File: config.mk
export PLATFORM = sky130hd
export DESIGN_NAME = fetch_unit
export DESIGN_NICKNAME = d
export VERILOG_FILES = /design/src/rtl/fetch_unit.sv
export SDC_FILE = /design/constraint.sdc
export NUM_CORES = 1
export LEC_CHECK = 0
export CAP_MARGIN = 20
export CORE_ASPECT_RATIO = 1.4
export CORE_MARGIN = 2
export CORE_UTILIZATION = 56
export DETAILED_ROUTE_END_ITERATION = 10
export PLACE_DENSITY_LB_ADDON = 0.25
export SLEW_MARGIN = 20
export SYNTH_ARGS = -nofsm -noshare
export SYNTH_HDL_FRONTEND = slang
export SYNTH_SLANG_ARGS = --single-unit
File: constraint.sdc
create_clock -name clk -period 15.4 [get_ports clk]
set_clock_uncertainty 0.15 [all_clocks]
set_input_delay 3.85 -clock clk [delete_from_list [all_inputs] [get_ports clk]]
set_output_delay 3.85 -clock clk [all_outputs]
set_load 0.05 [all_outputs]
File: src/rtl/fetch_unit.sv
// fetch_unit: instruction fetch front end. It reads a fixed 2-cycle-latency
// instruction memory, tracks in-flight reads, and feeds decode through a
// credit-protected circular buffer with registered head outputs.
// Optional feature macro: FETCH_MISALIGN_TRAP_EN. When it is defined, a
// misaligned redirect moves the unit to a sticky FAULT state.
module fetch_unit #(
  parameter logic [63:0] RESET_PC  = 64'h0,
  parameter int          BUF_DEPTH = 4
) (
  input  logic        clk,
  input  logic        reset,
  output logic [63:2] mem_raddr,
  input  logic [31:0] mem_rdata,
  input  logic        redirect_valid,
  input  logic [63:0] redirect_pc,
  output logic        out_valid,
  input  logic        out_ready,
  output logic [31:0] out_inst,
  output logic [63:0] out_pc,
  output logic        fault
);

  localparam int PW = $clog2(BUF_DEPTH);

  typedef enum logic {RUN, FAULT} state_t;

  state_t      state;
  logic [63:0] pc;

  // In-flight read tracking: stage 1 = address just issued, stage 2 = data arriving.
  logic        vld_p1, vld_p2;
  logic [63:0] pc_p1, pc_p2;

  logic [31:0] buf_inst [BUF_DEPTH];
  logic [63:0] buf_pc   [BUF_DEPTH];
  logic [PW-1:0] rd_ptr, wr_ptr;
  logic [PW:0]   count;

  logic          redir, misalign, issue, push, pop;
  logic [PW:0]   inflight, count_after_pop, count_next;
  logic [PW-1:0] rd_next;
  logic          head_from_push;
  logic [31:0]   head_inst;
  logic [63:0]   head_pc;
  logic [63:0]   redir_target;
  logic          unused_redirect_lsb;

  assign mem_raddr = pc[63:2];

  // Issue, buffer bookkeeping and next buffer-head selection.
  always_comb begin
    redir    = redirect_valid && (state == RUN);
`ifdef FETCH_MISALIGN_TRAP_EN
    misalign = redir && (redirect_pc[1:0] != 2'b00);
`else
    misalign = 1'b0;
`endif
    redir_target    = {redirect_pc[63:2], 2'b00};
    inflight        = (PW+1)'(vld_p1) + (PW+1)'(vld_p2);
    issue           = (state == RUN) && !redir && ((count + inflight) < (PW+1)'(BUF_DEPTH));
    push            = vld_p2;
    pop             = out_valid && out_ready;
    rd_next         = rd_ptr + PW'(pop);
    count_after_pop = count - (PW+1)'(pop);
    count_next      = count_after_pop + (PW+1)'(push);
    head_from_push  = push && (count_after_pop == '0);
    head_inst       = head_from_push ? mem_rdata : buf_inst[rd_next];
    head_pc         = head_from_push ? pc_p2     : buf_pc[rd_next];
  end

  assign unused_redirect_lsb = ^redirect_pc[1:0];

  // Buffer storage: data only, pointers and count carry the validity.
  always_ff @(posedge clk) begin
    if (push && !redir) begin
      buf_inst[wr_ptr] <= mem_rdata;
      buf_pc[wr_ptr]   <= pc_p2;
    end
  end

  // In-flight pc pipeline (data, follows the valid bits).
  always_ff @(posedge clk) begin
    pc_p1 <= pc;
    pc_p2 <= pc_p1;
  end

  // Control: state, fetch pc, in-flight valids, pointers and registered head outputs.
  always_ff @(posedge clk) begin
    if (reset) begin
      state     <= RUN;
      pc        <= RESET_PC;
      vld_p1    <= 1'b0;
      vld_p2    <= 1'b0;
      rd_ptr    <= '0;
      wr_ptr    <= '0;
      count     <= '0;
      out_valid <= 1'b0;
      out_inst  <= 32'h0;
      out_pc    <= 64'h0;
    end else if (redir) begin
      pc        <= redir_target;
      vld_p1    <= 1'b0;
      vld_p2    <= 1'b0;
      rd_ptr    <= '0;
      wr_ptr    <= '0;
      count     <= '0;
      out_valid <= 1'b0;
      if (misalign) state <= FAULT;
    end else begin
      vld_p1    <= issue;
      vld_p2    <= vld_p1;
      if (issue) pc <= pc + 64'd4;
      rd_ptr    <= rd_next;
      wr_ptr    <= wr_ptr + PW'(push);
      count     <= count_next;
      out_valid <= (count_next != '0);
      out_inst  <= head_inst;
      out_pc    <= head_pc;
    end
  end

`ifdef FETCH_MISALIGN_TRAP_EN
  // Sticky fault flag, raised the cycle after a misaligned redirect.
  always_ff @(posedge clk) begin
    if (reset)         fault <= 1'b0;
    else if (misalign) fault <= 1'b1;
  end
`else
  assign fault = 1'b0;
`endif

endmodule

* After elaboration in Yosys (flattened, before gate mapping)
Memory sizes are Yosys's and may differ from the RTL's. Index checks and enable logic that the tools add are counted.
Cells by class: magnitude comparators 1, reduce and logical (&&, ||, !) cells 9, muxes and demuxes 6, add/sub/neg operators 7
Operators with widths (number):
- $mux 64 | 3
- $add 64x3->64 const B | 1
- $mux 32 | 1
- $add 2x1->2 | 2
- $logic_and 1x1->1 | 4
- $add 3x1->3 | 1
- $add 3x2->3 | 1
- $logic_not 3->1 | 1
- $lt 3x3->1 const B | 1
- $reduce_bool 3->1 | 1
- $sub 3x1->3 | 1
- $add 1x1->2 | 1
- $mux 1 | 2
- $reduce_bool 2->1 | 1
- $reduce_or 2->1 | 1
- $logic_not 1->1 | 1
Word-level totals: input port bits 100, memories 2, register bits 298, memory bits (writable) 384, output and inout bits 160
Memories:
- buf_pc | depth 4, width 64, rd ports 1, clocked after memory_dff 0, wr ports 1, line 35 | logic [63:0] buf_pc [BUF_DEPTH];
- buf_inst | depth 4, width 32, rd ports 1, clocked after memory_dff 0, wr ports 1, line 34 | logic [31:0] buf_inst [BUF_DEPTH];

* Depth between registers and ports, before layout
depth in word-level cells 6, mapped depth 10

* Worst setup path before layout
No wires, ideal clock.
path kind input to register, start input redirect_valid, end memory buf_inst[0][0] (enable), stages 4, path buffers 2, arrival time 11.215 ns, path slack 3.354 ns, required time 14.569 ns, cell sequence clkbuf_1 clkbuf_1 nor2b_1 nor3b_1
Between the ends: cells in the longest elaborated chain, start to end 4
RTL lines:
- start, declared | line 14 | input logic redirect_valid,
- $logic_not 1->1 | line 75 | if (push && !redir) begin
- $logic_and 1x1->1 | line 75
- $mux 1 | line 75
- $mux 1 (implied by the code) | line 76 | buf_inst[wr_ptr] <= mem_rdata;
- end, declared | line 34
Every way passes these cells.

* Worst setup path in the final report
start input out_ready, end register out_inst[13]
Between the ends: cells in the longest elaborated chain, start to end 5, elaborated cells on any way between the ends 7
RTL lines:
- start, declared | line 17 | input logic out_ready,
- $logic_and 1x1->1 (*) | line 62 | pop = out_valid && out_ready;
- $sub 3x1->3 | line 64 | count_after_pop = count - (PW+1)'(pop);
- $logic_not 3->1 | line 66 | head_from_push = push && (count_after_pop == '0);
- $logic_and 1x1->1 | line 66
- $mux 32 (*) | line 67 | head_inst = head_from_push ? mem_rdata : buf_inst[rd_next];
- end signal, assigned | line 117 | out_inst <= head_inst;
- end, declared | line 18 | output logic [31:0] out_inst,
Mark *: on every way between the ends. The rest lies on a longest branch, timed or not. A chain may end at the register's enable or synchronous reset.

==> report_table.html <==
<table>
<tr><th>Metric</th><th>Value</th></tr>
<tr><th colspan="2">Status</th></tr>
<tr><td>Run status</td><td>completed</td></tr>
<tr><th colspan="2">Floorplanning</th></tr>
<tr><td>Floorplan Core Area</td><td>43100 um^2</td></tr>
<tr><td>Initial cell density of the core</td><td>56.7%</td></tr>
<tr><td>Horizontal die dimension</td><td>181 um</td></tr>
<tr><td>Total Die Area</td><td>45300 um^2</td></tr>
<tr><td>Total number of placement rows</td><td>90</td></tr>
<tr><td>I/O pin count</td><td>260</td></tr>
<tr><td>Overall die height</td><td>251 um</td></tr>
<tr><th colspan="2">STA</th></tr>
<tr><td>Max-slew violation total from the final report</td><td>0</td></tr>
<tr><td>Hold violation count in the final report</td><td>0</td></tr>
<tr><td>Achievable Freq</td><td>137 MHz</td></tr>
<tr><td>Share of the cycle needed by the critical path after routing</td><td>47.4%</td></tr>
<tr><td>RSZ-0062 raised after global routing</td><td>false</td></tr>
<tr><td>Finish-stage setup viols</td><td>0</td></tr>
<tr><td>Final Hold Slack</td><td>0.172 ns</td></tr>
<tr><td>Worst rel slew slack</td><td>23.9%</td></tr>
<tr><td>Post-route minimum period</td><td>7.30 ns</td></tr>
<tr><td>Transition at the pin with the smallest max-transition slack</td><td>1.14 ns</td></tr>
<tr><td>Setup TNS</td><td>0 ns</td></tr>
<tr><td>Smallest setup slack after layout</td><td>8.10 ns</td></tr>
<tr><th colspan="2">Synth</th></tr>
<tr><td>Share of the yosys chip area belonging to registers</td><td>70.0%</td></tr>
<tr><td>Most frequently used cell type in the post-synthesis netlist</td><td>sky130_fd_sc_hd__edfxtp_1</td></tr>
<tr><td>Most instantiated cells after synthesis</td><td>sky130_fd_sc_hd__edfxtp_1 (376), sky130_fd_sc_hd__dfxtp_1 (290), sky130_fd_sc_hd__nand2_1 (139)</td></tr>
<tr><td>Count of state elements after synthesis</td><td>666</td></tr>
<tr><td>Warnings, synthesis</td><td>0</td></tr>
<tr><td>Leading post-synthesis cells by cell area</td><td>sky130_fd_sc_hd__edfxtp_1 (46%), sky130_fd_sc_hd__dfxtp_1 (24%), sky130_fd_sc_hd__mux4_2 (8.7%)</td></tr>
<tr><td>Flip-flop cell with the highest count after synthesis</td><td>sky130_fd_sc_hd__edfxtp_1</td></tr>
<tr><td>Yosys top cell area share</td><td>46.2%</td></tr>
<tr><td>Library cells used by synthesis</td><td>62</td></tr>
<tr><td>Post-synth top area cell</td><td>sky130_fd_sc_hd__edfxtp_1</td></tr>
<tr><td>Synth Instances</td><td>1690</td></tr>
<tr><td>FFs w/ async S/R, synth</td><td>0%</td></tr>
<tr><td>Number of enable flip-flop cells after synthesis</td><td>376</td></tr>
<tr><td>Synthesized area per cell</td><td>14.5 um^2</td></tr>
<tr><td>Area of the mapped netlist</td><td>24400 um^2</td></tr>
<tr><th colspan="2">Clocking</th></tr>
<tr><td>TritonCTS clock tree</td><td>done</td></tr>
<tr><td>Cts repair resizes</td><td>0</td></tr>
<tr><td>Hold bufs inserted after CTS</td><td>0</td></tr>
<tr><td>Clock net sink count</td><td>666</td></tr>
<tr><td>Number of buffers on the longest clock path</td><td>3</td></tr>
<tr><td>Register clock-pin slew on the reported worst setup and hold paths</td><td>0.07 ns</td></tr>
<tr><td>CTS Buf Count</td><td>57</td></tr>
<tr><td>Source-to-sink clock delay at the later pin of the worst-skew pair</td><td>0.61 ns</td></tr>
<tr><td>Number of post-CTS setup repair buffers</td><td>0</td></tr>
<tr><td>Root buffer cell</td><td>sky130_fd_sc_hd__clkbuf_16</td></tr>
<tr><td>H-tree depth</td><td>2</td></tr>
<tr><th colspan="2">Placement</th></tr>
<tr><td>DPL Wire Length</td><td>35500 um</td></tr>
<tr><td># port buffers</td><td>254</td></tr>
<tr><td>Post-placement setup slack</td><td>7.48 ns</td></tr>
<tr><td>Gpl congestion</td><td>0.826</td></tr>
<tr><th colspan="2">Power and ir drop</th></tr>
<tr><td>Lkg Pwr</td><td>9.96 nW</td></tr>
<tr><td>Sum of internal, switching and leakage power</td><td>3.76 mW</td></tr>
<tr><td>Power Density</td><td>128 nW/um^2</td></tr>
<tr><td>Peak supply drop</td><td>0.108 mV</td></tr>
<tr><th colspan="2">Worst setup path</th></tr>
<tr><td>Crit path kind</td><td>primary input to flop</td></tr>
<tr><td>Count of buffering cells on the critical path with inverters included</td><td>3</td></tr>
<tr><td>Peak per-stage delay on the critical path</td><td>0.78 ns</td></tr>
<tr><td>Crit path max-delay family</td><td>buffers and inverters</td></tr>
<tr><td>Cell at the slowest stage of the critical path</td><td>sky130_fd_sc_hd__xor2_4</td></tr>
<tr><td>FF-to-FF Start</td><td>out_valid$_SDFF_PP0_</td></tr>
<tr><td>Most used cell, CP</td><td>sky130_fd_sc_hd__buf_4</td></tr>
<tr><td>Required time at the endpoint of the critical path</td><td>15.72 ns</td></tr>
<tr><td>Critical path arrival</td><td>7.62 ns</td></tr>
<tr><td>Endpoint kind of the worst setup timing path</td><td>flop</td></tr>
<tr><td>CP Cell Sequence</td><td>clkdlybuf4s50_1 -&gt; and2_1 -&gt; ha_4 -&gt; xor2_4 -&gt; buf_4 -&gt; buf_4 -&gt; mux4_2 -&gt; nand2_1 -&gt; a221oi_1</td></tr>
<tr><td>Largest fanout on the critical path</td><td>40</td></tr>
<tr><td>Launch point of the worst path</td><td>out_ready</td></tr>
<tr><td>Startpoint type of the worst setup path</td><td>primary input</td></tr>
<tr><th colspan="2">Route</th></tr>
<tr><td>Drt initial violations</td><td>1442</td></tr>
<tr><td>Via density</td><td>6.12</td></tr>
<tr><td>Average wire length per cell after detail routing</td><td>23.4 um</td></tr>
<tr><td>Number of iterations in the first detailed-routing pass</td><td>5</td></tr>
<tr><td>Overall via count from detail_route</td><td>15400</td></tr>
<tr><td>Total Routed Length</td><td>58800 um</td></tr>
<tr><td>Count of nets left with antenna violations after detail routing</td><td>0</td></tr>
<tr><td>Number of DRC violations after detailed routing</td><td>0</td></tr>
<tr><th colspan="2">GRT</th></tr>
<tr><td>Global route overflow</td><td>0</td></tr>
<tr><td>Antenna violations before repair</td><td>11</td></tr>
<tr><td>Via count of the first global-routing pass</td><td>15500</td></tr>
<tr><td>First-pass GRT wire length</td><td>90200 um</td></tr>
<tr><td>Maximum number of pins on one net before global-route repair</td><td>87</td></tr>
<tr><td>Total routing usage reported by global routing</td><td>25.8%</td></tr>
<tr><th colspan="2">Min path</th></tr>
<tr><td>Launch point of the worst hold path</td><td>pc_p1[2]$_DFF_P_</td></tr>
<tr><td>Class of the worst hold path</td><td>flop to flop</td></tr>
<tr><th colspan="2">Final layout</th></tr>
<tr><td>Layout Nets</td><td>2018</td></tr>
<tr><td>Proportion of layout cells with a drive suffix above 1</td><td>11.2%</td></tr>
<tr><td>Layout-stage area growth over the synthesis result</td><td>20.3%</td></tr>
<tr><th colspan="2">Flow run</th></tr>
<tr><td># Max-Cap Violations</td><td>0</td></tr>
</table>
power by group:
group	leakage [nW]	switching [mW]	total [mW]	internal, mW
logic	3.18	0.191	0.301	0.110
registers	5.83	0.0529	1.99	1.93
clock network	0.949	0.616	1.47	0.854
total	9.96	0.860	3.76	2.90
logic make-up (layout without fill, tap and decap cells):
kind of cell	count (synthesis)	after routing	synth area share, %
and+or+nand+nor	376	376	7.71
AOI/OAI and AO/OA	286	286	8.40
other	1	7	0.0153
buffers and inverters	221	488	3.47
adders and majority gates	8	8	0.410
muxes	94	94	8.66
DFF	666	666	70.0
xor gates and xnor gates	38	38	1.36
per-layer routing:
layer	global-route usage, %	up-vias	part of all wire (%)
met5	0	-	0.15
met4	9.98	14	3.0
met3	4.85	117	7.6
met2	44.2	644	51
met1	32.9	7722	38
li1	-	6907	-
layout by cell type, fill, tap and decap left out, types with 10 or more instances in the layout:
master	count
sky130_fd_sc_hd__edfxtp_1	376
sky130_fd_sc_hd__dfxtp_1	290
sky130_fd_sc_hd__clkdlybuf4s50_1	252
sky130_fd_sc_hd__nand2_1	139
sky130_fd_sc_hd__inv_1	104
sky130_fd_sc_hd__a21oi_1	97
sky130_fd_sc_hd__a221oi_1	95
sky130_fd_sc_hd__mux4_2	94
sky130_fd_sc_hd__clkbuf_16	59
sky130_fd_sc_hd__nor2_1	58
sky130_fd_sc_hd__a211oi_1	31
sky130_fd_sc_hd__nand3_1	29
sky130_fd_sc_hd__xnor2_1	28
sky130_fd_sc_hd__nand4_1	28
sky130_fd_sc_hd__nor4_1	23
sky130_fd_sc_hd__buf_4	21
sky130_fd_sc_hd__clkbuf_1	18
sky130_fd_sc_hd__and2_1	17
sky130_fd_sc_hd__or4_1	17
sky130_fd_sc_hd__nor3_1	16
sky130_fd_sc_hd__clkbuf_8	14
sky130_fd_sc_hd__a311oi_1	12
sky130_fd_sc_hd__and4_1	11
sky130_fd_sc_hd__o31ai_1	10
layout make-up:
type	count	area [um^2]
sequential	666	17100
fill	2945	13700
multi-input combinational	805	6560
timing repair buffer	275	2700
clock buffer	91	1740
tap	552	691
inverter	105	395
clock inverter	17	209
antenna	4	10.0
metrics by stage:
stage / cells / utilization (%) / area [um^2]
finish: 2515 / 68.2 / 29400
global route: 2514 / 68.2 / 29400
CTS: 2511 / 68.1 / 29400
detailed placement: 2403 / 63.6 / 27400
global placement: 2403 / 63.6 / 27400
floorplan: 1692 / - / 24400
state kept, by name, summed over array words and instances (netlist names), 3 cells and up:
| register | cells |
|---|---|
| out_pc | 62 |
| pc_p1 | 62 |
| buf_pc | 248 |
| count | 3 |
| out_inst | 32 |
| pc_p2 | 62 |
| pc | 62 |
| buf_inst | 128 |
worst paths after layout:
check | cells after the start | slack, ns | end
setup / recovery | 9 | 8.10 | out_inst[13]$_SDFFE_PP0N_
hold / removal | 0 | 0.17 | pc_p2[2]$_DFF_P_
setup reg to reg | 8 | 11.48 | out_inst[13]$_SDFFE_PP0N_
hold reg to reg | 0 | 0.17 | pc_p2[2]$_DFF_P_
(Power assumes the default switching activity.)
